## config.mk

```make
export PLATFORM = sky130hd
export DESIGN_NAME = id_exe_stage_flat
export DESIGN_NICKNAME = d
export VERILOG_FILES = /design/src/rtl/id_exe_stage_if.sv /design/src/rtl/id_exe_stage.sv /design/src/flat_wrapper.sv
export SDC_FILE = /design/constraint.sdc
export NUM_CORES = 1
export LEC_CHECK = 0
export CORE_AREA = 2 2 144 146
export CTS_CLUSTER_DIAMETER = 80
export DETAILED_ROUTE_END_ITERATION = 6
export DIE_AREA = 0 0 146 148
export SLEW_MARGIN = 20
export SYNTH_ARGS = -nofsm -noshare
export SYNTH_HDL_FRONTEND = slang
export SYNTH_SLANG_ARGS = --single-unit
export TNS_END_PERCENT = 100
```

## constraint.sdc

```tcl
create_clock -name clk -period 6.25 [get_ports clk]
set_clock_uncertainty 0.1 [all_clocks]
set_input_delay 1.25 -clock clk [delete_from_list [all_inputs] [get_ports clk]]
set_output_delay 1.25 -clock clk [all_outputs]
set_load 0.1 [all_outputs]
```

## src/rtl/id_exe_stage_if.sv

```systemverilog
// ID/EX stage bus: decode inputs, forwarding sources and the registered EX-side outputs.
// The slave modport is the stage itself; the master modport is whatever drives decode.
interface id_exe_stage_if #(
  parameter int DATA_W = 32,
  parameter int REG_AW = 5,
  parameter int ALUC_W = 4
);
  logic [REG_AW-1:0] id_rs;
  logic [REG_AW-1:0] id_rt;
  logic [REG_AW-1:0] id_rd;
  logic              id_use_rt;
  logic              id_regrt;
  logic              id_wreg;
  logic              id_m2reg;
  logic              id_wmem;
  logic              id_aluimm;
  logic [ALUC_W-1:0] id_aluc;
  logic [DATA_W-1:0] id_imm;
  logic [DATA_W-1:0] qa;
  logic [DATA_W-1:0] qb;
  logic [DATA_W-1:0] ex_alu;
  logic              mem_wreg;
  logic              mem_m2reg;
  logic [REG_AW-1:0] mem_dest;
  logic [DATA_W-1:0] mem_alu;
  logic [DATA_W-1:0] mem_dout;
  logic              flush;
  logic              stall;
  logic              ex_wreg;
  logic              ex_m2reg;
  logic              ex_wmem;
  logic              ex_aluimm;
  logic [ALUC_W-1:0] ex_aluc;
  logic [DATA_W-1:0] ex_a;
  logic [DATA_W-1:0] ex_b;
  logic [DATA_W-1:0] ex_imm;
  logic [REG_AW-1:0] ex_dest;
  logic [31:0]       stall_cnt;

  modport slave (
    input  id_rs, id_rt, id_rd, id_use_rt, id_regrt, id_wreg, id_m2reg, id_wmem,
           id_aluimm, id_aluc, id_imm, qa, qb, ex_alu,
           mem_wreg, mem_m2reg, mem_dest, mem_alu, mem_dout, flush,
    output stall, ex_wreg, ex_m2reg, ex_wmem, ex_aluimm, ex_aluc,
           ex_a, ex_b, ex_imm, ex_dest, stall_cnt
  );

  modport master (
    output id_rs, id_rt, id_rd, id_use_rt, id_regrt, id_wreg, id_m2reg, id_wmem,
           id_aluimm, id_aluc, id_imm, qa, qb, ex_alu,
           mem_wreg, mem_m2reg, mem_dest, mem_alu, mem_dout, flush,
    input  stall, ex_wreg, ex_m2reg, ex_wmem, ex_aluimm, ex_aluc,
           ex_a, ex_b, ex_imm, ex_dest, stall_cnt
  );
endinterface

```

## src/rtl/id_exe_stage.sv

```systemverilog
// ID/EX pipeline register with EX/MEM operand forwarding and load-use stall/bubble.
// Optional stall-cycle counter enabled by defining ID_EXE_STALL_COUNT_EN.
module id_exe_stage #(
  parameter int DATA_W = 32,
  parameter int REG_AW = 5,
  parameter int ALUC_W = 4
) (
  input  logic clk,
  input  logic rst,
  id_exe_stage_if.slave bus
);

  logic              r_exWreg;
  logic              r_exM2reg;
  logic              r_exWmem;
  logic              r_exAluimm;
  logic [ALUC_W-1:0] r_exAluc;
  logic [DATA_W-1:0] r_exA;
  logic [DATA_W-1:0] r_exB;
  logic [DATA_W-1:0] r_exImm;
  logic [REG_AW-1:0] r_exDest;

  logic [REG_AW-1:0] w_dest;
  logic [DATA_W-1:0] w_fwdA;
  logic [DATA_W-1:0] w_fwdB;
  logic [DATA_W-1:0] w_memResult;
  logic              w_loadUse;
  logic              w_bubble;

  assign w_dest      = bus.id_regrt ? bus.id_rt : bus.id_rd;
  assign w_memResult = bus.mem_m2reg ? bus.mem_dout : bus.mem_alu;

  // A load still in EX cannot forward yet; it is picked up from MEM after the bubble.
  always_comb begin
    w_fwdA = bus.qa;
    if (bus.id_rs == '0)
      w_fwdA = bus.qa;
    else if (r_exWreg && !r_exM2reg && (r_exDest == bus.id_rs))
      w_fwdA = bus.ex_alu;
    else if (bus.mem_wreg && (bus.mem_dest == bus.id_rs))
      w_fwdA = w_memResult;
  end

  always_comb begin
    w_fwdB = bus.qb;
    if (bus.id_rt == '0)
      w_fwdB = bus.qb;
    else if (r_exWreg && !r_exM2reg && (r_exDest == bus.id_rt))
      w_fwdB = bus.ex_alu;
    else if (bus.mem_wreg && (bus.mem_dest == bus.id_rt))
      w_fwdB = w_memResult;
  end

  assign w_loadUse = r_exWreg && r_exM2reg && (r_exDest != '0) &&
                     ((r_exDest == bus.id_rs) || (bus.id_use_rt && (r_exDest == bus.id_rt)));
  assign w_bubble  = bus.flush || w_loadUse;
  assign bus.stall = w_loadUse && !bus.flush;

  always_ff @(posedge clk) begin
    if (rst || w_bubble) begin
      r_exWreg   <= 1'b0;
      r_exM2reg  <= 1'b0;
      r_exWmem   <= 1'b0;
      r_exAluimm <= 1'b0;
      r_exAluc   <= '0;
      r_exA      <= '0;
      r_exB      <= '0;
      r_exImm    <= '0;
      r_exDest   <= '0;
    end else begin
      r_exWreg   <= bus.id_wreg;
      r_exM2reg  <= bus.id_m2reg;
      r_exWmem   <= bus.id_wmem;
      r_exAluimm <= bus.id_aluimm;
      r_exAluc   <= bus.id_aluc;
      r_exA      <= w_fwdA;
      r_exB      <= w_fwdB;
      r_exImm    <= bus.id_imm;
      r_exDest   <= w_dest;
    end
  end

  assign bus.ex_wreg   = r_exWreg;
  assign bus.ex_m2reg  = r_exM2reg;
  assign bus.ex_wmem   = r_exWmem;
  assign bus.ex_aluimm = r_exAluimm;
  assign bus.ex_aluc   = r_exAluc;
  assign bus.ex_a      = r_exA;
  assign bus.ex_b      = r_exB;
  assign bus.ex_imm    = r_exImm;
  assign bus.ex_dest   = r_exDest;

`ifdef ID_EXE_STALL_COUNT_EN
  logic [31:0] r_stallCnt;

  always_ff @(posedge clk) begin
    if (rst)
      r_stallCnt <= '0;
    else if (bus.stall)
      r_stallCnt <= r_stallCnt + 32'd1;
  end

  assign bus.stall_cnt = r_stallCnt;
`else
  assign bus.stall_cnt = 32'd0;
`endif

endmodule

```

## src/flat_wrapper.sv

```systemverilog
// flat-port wrapper written by rule: the top's interface ports become plain ports
module id_exe_stage_flat 
#(
  parameter int DATA_W = 32,
  parameter int REG_AW = 5,
  parameter int ALUC_W = 4
)
  (clk, rst, bus_id_rs, bus_id_rt, bus_id_rd, bus_id_use_rt, bus_id_regrt, bus_id_wreg, bus_id_m2reg, bus_id_wmem, bus_id_aluimm, bus_id_aluc, bus_id_imm, bus_qa, bus_qb, bus_ex_alu, bus_mem_wreg, bus_mem_m2reg, bus_mem_dest, bus_mem_alu, bus_mem_dout, bus_flush, bus_stall, bus_ex_wreg, bus_ex_m2reg, bus_ex_wmem, bus_ex_aluimm, bus_ex_aluc, bus_ex_a, bus_ex_b, bus_ex_imm, bus_ex_dest, bus_stall_cnt);
  id_exe_stage_if #(.DATA_W(DATA_W), .REG_AW(REG_AW), .ALUC_W(ALUC_W)) bus_i ();
  input  logic clk;
  input  logic rst;
  input wire logic [$bits(bus_i.id_rs)-1:0] bus_id_rs;
  input wire logic [$bits(bus_i.id_rt)-1:0] bus_id_rt;
  input wire logic [$bits(bus_i.id_rd)-1:0] bus_id_rd;
  input wire logic [$bits(bus_i.id_use_rt)-1:0] bus_id_use_rt;
  input wire logic [$bits(bus_i.id_regrt)-1:0] bus_id_regrt;
  input wire logic [$bits(bus_i.id_wreg)-1:0] bus_id_wreg;
  input wire logic [$bits(bus_i.id_m2reg)-1:0] bus_id_m2reg;
  input wire logic [$bits(bus_i.id_wmem)-1:0] bus_id_wmem;
  input wire logic [$bits(bus_i.id_aluimm)-1:0] bus_id_aluimm;
  input wire logic [$bits(bus_i.id_aluc)-1:0] bus_id_aluc;
  input wire logic [$bits(bus_i.id_imm)-1:0] bus_id_imm;
  input wire logic [$bits(bus_i.qa)-1:0] bus_qa;
  input wire logic [$bits(bus_i.qb)-1:0] bus_qb;
  input wire logic [$bits(bus_i.ex_alu)-1:0] bus_ex_alu;
  input wire logic [$bits(bus_i.mem_wreg)-1:0] bus_mem_wreg;
  input wire logic [$bits(bus_i.mem_m2reg)-1:0] bus_mem_m2reg;
  input wire logic [$bits(bus_i.mem_dest)-1:0] bus_mem_dest;
  input wire logic [$bits(bus_i.mem_alu)-1:0] bus_mem_alu;
  input wire logic [$bits(bus_i.mem_dout)-1:0] bus_mem_dout;
  input wire logic [$bits(bus_i.flush)-1:0] bus_flush;
  output wire logic [$bits(bus_i.stall)-1:0] bus_stall;
  output wire logic [$bits(bus_i.ex_wreg)-1:0] bus_ex_wreg;
  output wire logic [$bits(bus_i.ex_m2reg)-1:0] bus_ex_m2reg;
  output wire logic [$bits(bus_i.ex_wmem)-1:0] bus_ex_wmem;
  output wire logic [$bits(bus_i.ex_aluimm)-1:0] bus_ex_aluimm;
  output wire logic [$bits(bus_i.ex_aluc)-1:0] bus_ex_aluc;
  output wire logic [$bits(bus_i.ex_a)-1:0] bus_ex_a;
  output wire logic [$bits(bus_i.ex_b)-1:0] bus_ex_b;
  output wire logic [$bits(bus_i.ex_imm)-1:0] bus_ex_imm;
  output wire logic [$bits(bus_i.ex_dest)-1:0] bus_ex_dest;
  output wire logic [$bits(bus_i.stall_cnt)-1:0] bus_stall_cnt;
  assign bus_i.id_rs = bus_id_rs;
  assign bus_i.id_rt = bus_id_rt;
  assign bus_i.id_rd = bus_id_rd;
  assign bus_i.id_use_rt = bus_id_use_rt;
  assign bus_i.id_regrt = bus_id_regrt;
  assign bus_i.id_wreg = bus_id_wreg;
  assign bus_i.id_m2reg = bus_id_m2reg;
  assign bus_i.id_wmem = bus_id_wmem;
  assign bus_i.id_aluimm = bus_id_aluimm;
  assign bus_i.id_aluc = bus_id_aluc;
  assign bus_i.id_imm = bus_id_imm;
  assign bus_i.qa = bus_qa;
  assign bus_i.qb = bus_qb;
  assign bus_i.ex_alu = bus_ex_alu;
  assign bus_i.mem_wreg = bus_mem_wreg;
  assign bus_i.mem_m2reg = bus_mem_m2reg;
  assign bus_i.mem_dest = bus_mem_dest;
  assign bus_i.mem_alu = bus_mem_alu;
  assign bus_i.mem_dout = bus_mem_dout;
  assign bus_i.flush = bus_flush;
  assign bus_stall = bus_i.stall;
  assign bus_ex_wreg = bus_i.ex_wreg;
  assign bus_ex_m2reg = bus_i.ex_m2reg;
  assign bus_ex_wmem = bus_i.ex_wmem;
  assign bus_ex_aluimm = bus_i.ex_aluimm;
  assign bus_ex_aluc = bus_i.ex_aluc;
  assign bus_ex_a = bus_i.ex_a;
  assign bus_ex_b = bus_i.ex_b;
  assign bus_ex_imm = bus_i.ex_imm;
  assign bus_ex_dest = bus_i.ex_dest;
  assign bus_stall_cnt = bus_i.stall_cnt;
  id_exe_stage #(.DATA_W(DATA_W), .REG_AW(REG_AW), .ALUC_W(ALUC_W)) u_core (.clk(clk), .rst(rst), .bus(bus_i));
endmodule
```

==> metrics.md <==
| Metric | Value |
|---|---|
| Result of the run | finished, final reports clean |
| Most frequent cells in the layout | clkdlybuf4s50_1, dfxtp_1, mux2i_1 |
| Synth Instances | ~550 |
| CTS tree | done |
| NumNets Final | about 1100 |
| TritonCTS buffer count | 9 |
| Chip height | around 150 um |
| Post-Route WL | ~23000 um |
| First-iteration detailed-routing DRC count | around 320 |
| Achievable Freq | 0.220 GHz |
| Setup Fix Bufs, Post-CTS | 0 |
| Crit Path Max Fanout | 35 |
| Routability cong. | about 0.84 |
| Starting Density | 0.269 |
| Number of diodes | 0 |
| Design Power | between 1.5 and 2 mW |
| Initial antenna violation count | 0 |
| Cell Pwr Density | 213 nW/um^2 |
| Clock transition at path regs | around 80 ps |
| Vias in the first global route | about 5400 |
| Critical Path End Type | output port |
| Maximum VDD drop | about 0.11 mV |
| Gates resized, CTS repair | 0 |
| P_leak | 3.61 nW |
| Setup TNS Final | 0 ps |
| DRC Markers | 0 |
| Average size of a mapped cell | between 9 and 10 um^2 |
| Overflow after GRT | 0 |
| PortBufs | 336 |
| Rel. slew slack | 0.295 |
| Vias | about 5300 |
| Drt pass-1 iters | 5 |
| Crit path DAT | approximately 3200 ps |
| Drt wl/cell | between 20 and 25 um |
| Post-layout min period | 4540 ps |
| Critical path launch point type | primary input |
| IO Count | about 370 |
| Yosys top cell by area | dfxtp_1 |
| Clock Path Buffers | 2 |
| CTS hold repair buffers | 0 |
| Synth async-reset ratio | 0 |
| Number of synthesized register bits | about 110 |
| Die Width | between 100 and 150 um |
| R2R Setup Slk | 3280 ps |
| Count of pins over their slew limit | 0 |
| Core Footprint | about 20000 um^2 |
| Placed wire-length estimate | between 15000 and 20000 um |
| Synth top area cells | dfxtp_1, o221a_2, mux2i_1, and2_1, buf_4 |
| Fin cells | roughly 1100 |
| Share of layout cells above drive strength 1 | 0.117 |
| Ys flop type | dfxtp_1 |
| Synth top area share | 0.405 |
| Distinct cells, synth | 35 |
| Final ANT Viol Nets | 0 |
| H-Tree Level Count | 3 |
| Global-route wire length before repair | approximately 33000 um |
| Vias per cell | roughly 4.7 |
| Die ar. | 21600 um^2 |
| Largest net degree at the start of global routing | between 100 and 150 |
| Placed Instances | about 1100 |
| Unrepaired setup endpoints after global routing | false |
| Crit path kind | primary input to output port |
| Final worst path period share | 0.727 |
| Critical Path RT | between 4000 and 5000 ps |
| Syn Std Cell Area | 5390 um^2 |
| Commonest non-fill, non-tap cell in the layout | clkdlybuf4s50_1 |
| GRT Total Usage | 0.202 |
| Root Driver | clkbuf_16 |
| Fill cell count | just under 2000 |
| Area growth, synth to finish | 69.7% |
| Worst min path class | register to register |
| Final Setup Violations | 0 |
| Ys Warns | 0 |
| Worst skew pair latency | approximately 360 ps |
| Worst-Margin Slew | about 1100 ps |
| Clk sink count | between 100 and 150 |
| Register area share after synthesis | 0.405 |
| Final Hold Viols | 0 |
| EDFF count, synth | 0 |
| Max-Cap Viols | 0 |
| Core Rows | 52 |
## critical path, cell delays in order
cell,delay (ps)
clkdlybuf4s50_1,570
xnor2_1,160
nand3_2,90
buf_4,260
o22ai_1,370
nand2_1,90
nor2_1,110
buf_4,300
## per-layer routing
| metal | track usage | vias up | wire length [um] |
|---|---|---|---|
| met5 | 0 | - | 0 |
| met4 | 0.0602 | 0 | 403 |
| met3 | 0.0506 | 23 | 1830 |
| met2 | 0.354 | 306 | 11100 |
| met1 | 0.244 | 2484 | 9270 |
| li1 | - | 2522 | - |
## cell usage after synthesis, types with 2 or more instances
cell      number
nor3b_1       30
nor2_1         4
a31oi_1       32
o221a_1        4
dfxtp_1      109
clkbuf_1      37
mux2_2         2
nand3_1        3
o221a_2       60
inv_1         30
or4_1          2
nand2_1        4
nor2b_1        5
buf_1          3
xor2_1         4
or3_1          2
xnor2_1       16
mux2i_1       67
buf_4         33
or3b_2         2
nor3_1        32
buf_2         11
and2_1        40
or2_2          2
## metrics by stage
stage	setup slack (ps)	util	hold slack [ps]	area [um^2]
6_report	1710	0.457	1170	9150
4_1_cts	1680	0.456	1270	9130
5_1_grt	1580	0.457	1220	9150
3_5_place_dp	1690	0.442	1250	8850
3_3_place_gp	1710	0.442	1250	8850
2_1_floorplan	1680	-	1270	5510
## where the power goes
| part | internal [mW] | total [mW] | switching (mW) | leakage [nW] |
|---|---|---|---|---|
| Combinational | 0.227 | 0.646 | 0.419 | 2.58 |
| Sequential | 0.724 | 0.735 | 0.0107 | 0.896 |
| Clock | 0.277 | 0.564 | 0.288 | 0.136 |
| Total | 1.23 | 1.95 | 0.717 | 3.61 |
## sequential cells by signal, indices dropped and copies added, names as in the netlist
register / count
u_core.bus.ex_a: 32
u_core.bus.ex_aluc: 4
u_core.bus.ex_aluimm: 1
u_core.bus.ex_b: 32
u_core.bus.ex_dest: 5
u_core.bus.ex_imm: 32
u_core.bus.ex_m2reg: 1
u_core.bus.ex_wmem: 1
u_core.bus.ex_wreg: 1
## cell type report
cell class	instances	area (um^2)	share of cell area
Timing Repair Buffer	347	3450	0.377
Multi-Input combinational cell	353	2790	0.305
Sequential cell	109	2180	0.238
Tap cell	270	338	0.0369
Clock buffer	9	225	0.0246
Inverter	30	113	0.0123
Clock inverter	6	56.3	0.00615
## worst paths after layout
kind | from | end | cells after the start
worst min register to register | u_core.bus.ex_m2reg | u_core.bus.ex_b[27] | 4
worst max register to register | u_core.bus.ex_dest[4] | u_core.bus.ex_b[25] | 6
worst min-delay path | u_core.bus.ex_m2reg | u_core.bus.ex_b[27] | 4
worst max-delay path | bus_id_rs[1] | bus_stall | 8
## cell families (layout without fill, tap and decap cells)
logic type                count (synthesis)  in the layout  synth area share
other                                     1             32          0.000695
DFF                                     109            109             0.405
xor gates and xnor gates                 20             20            0.0325
muxes                                    69             69             0.129
and+or+nand+nor                         131            131             0.149
AOI/OAI and AO/OA                       101            101             0.180
buffers and inverters                   114            392             0.105
Power figures use the tool's default switching activity.
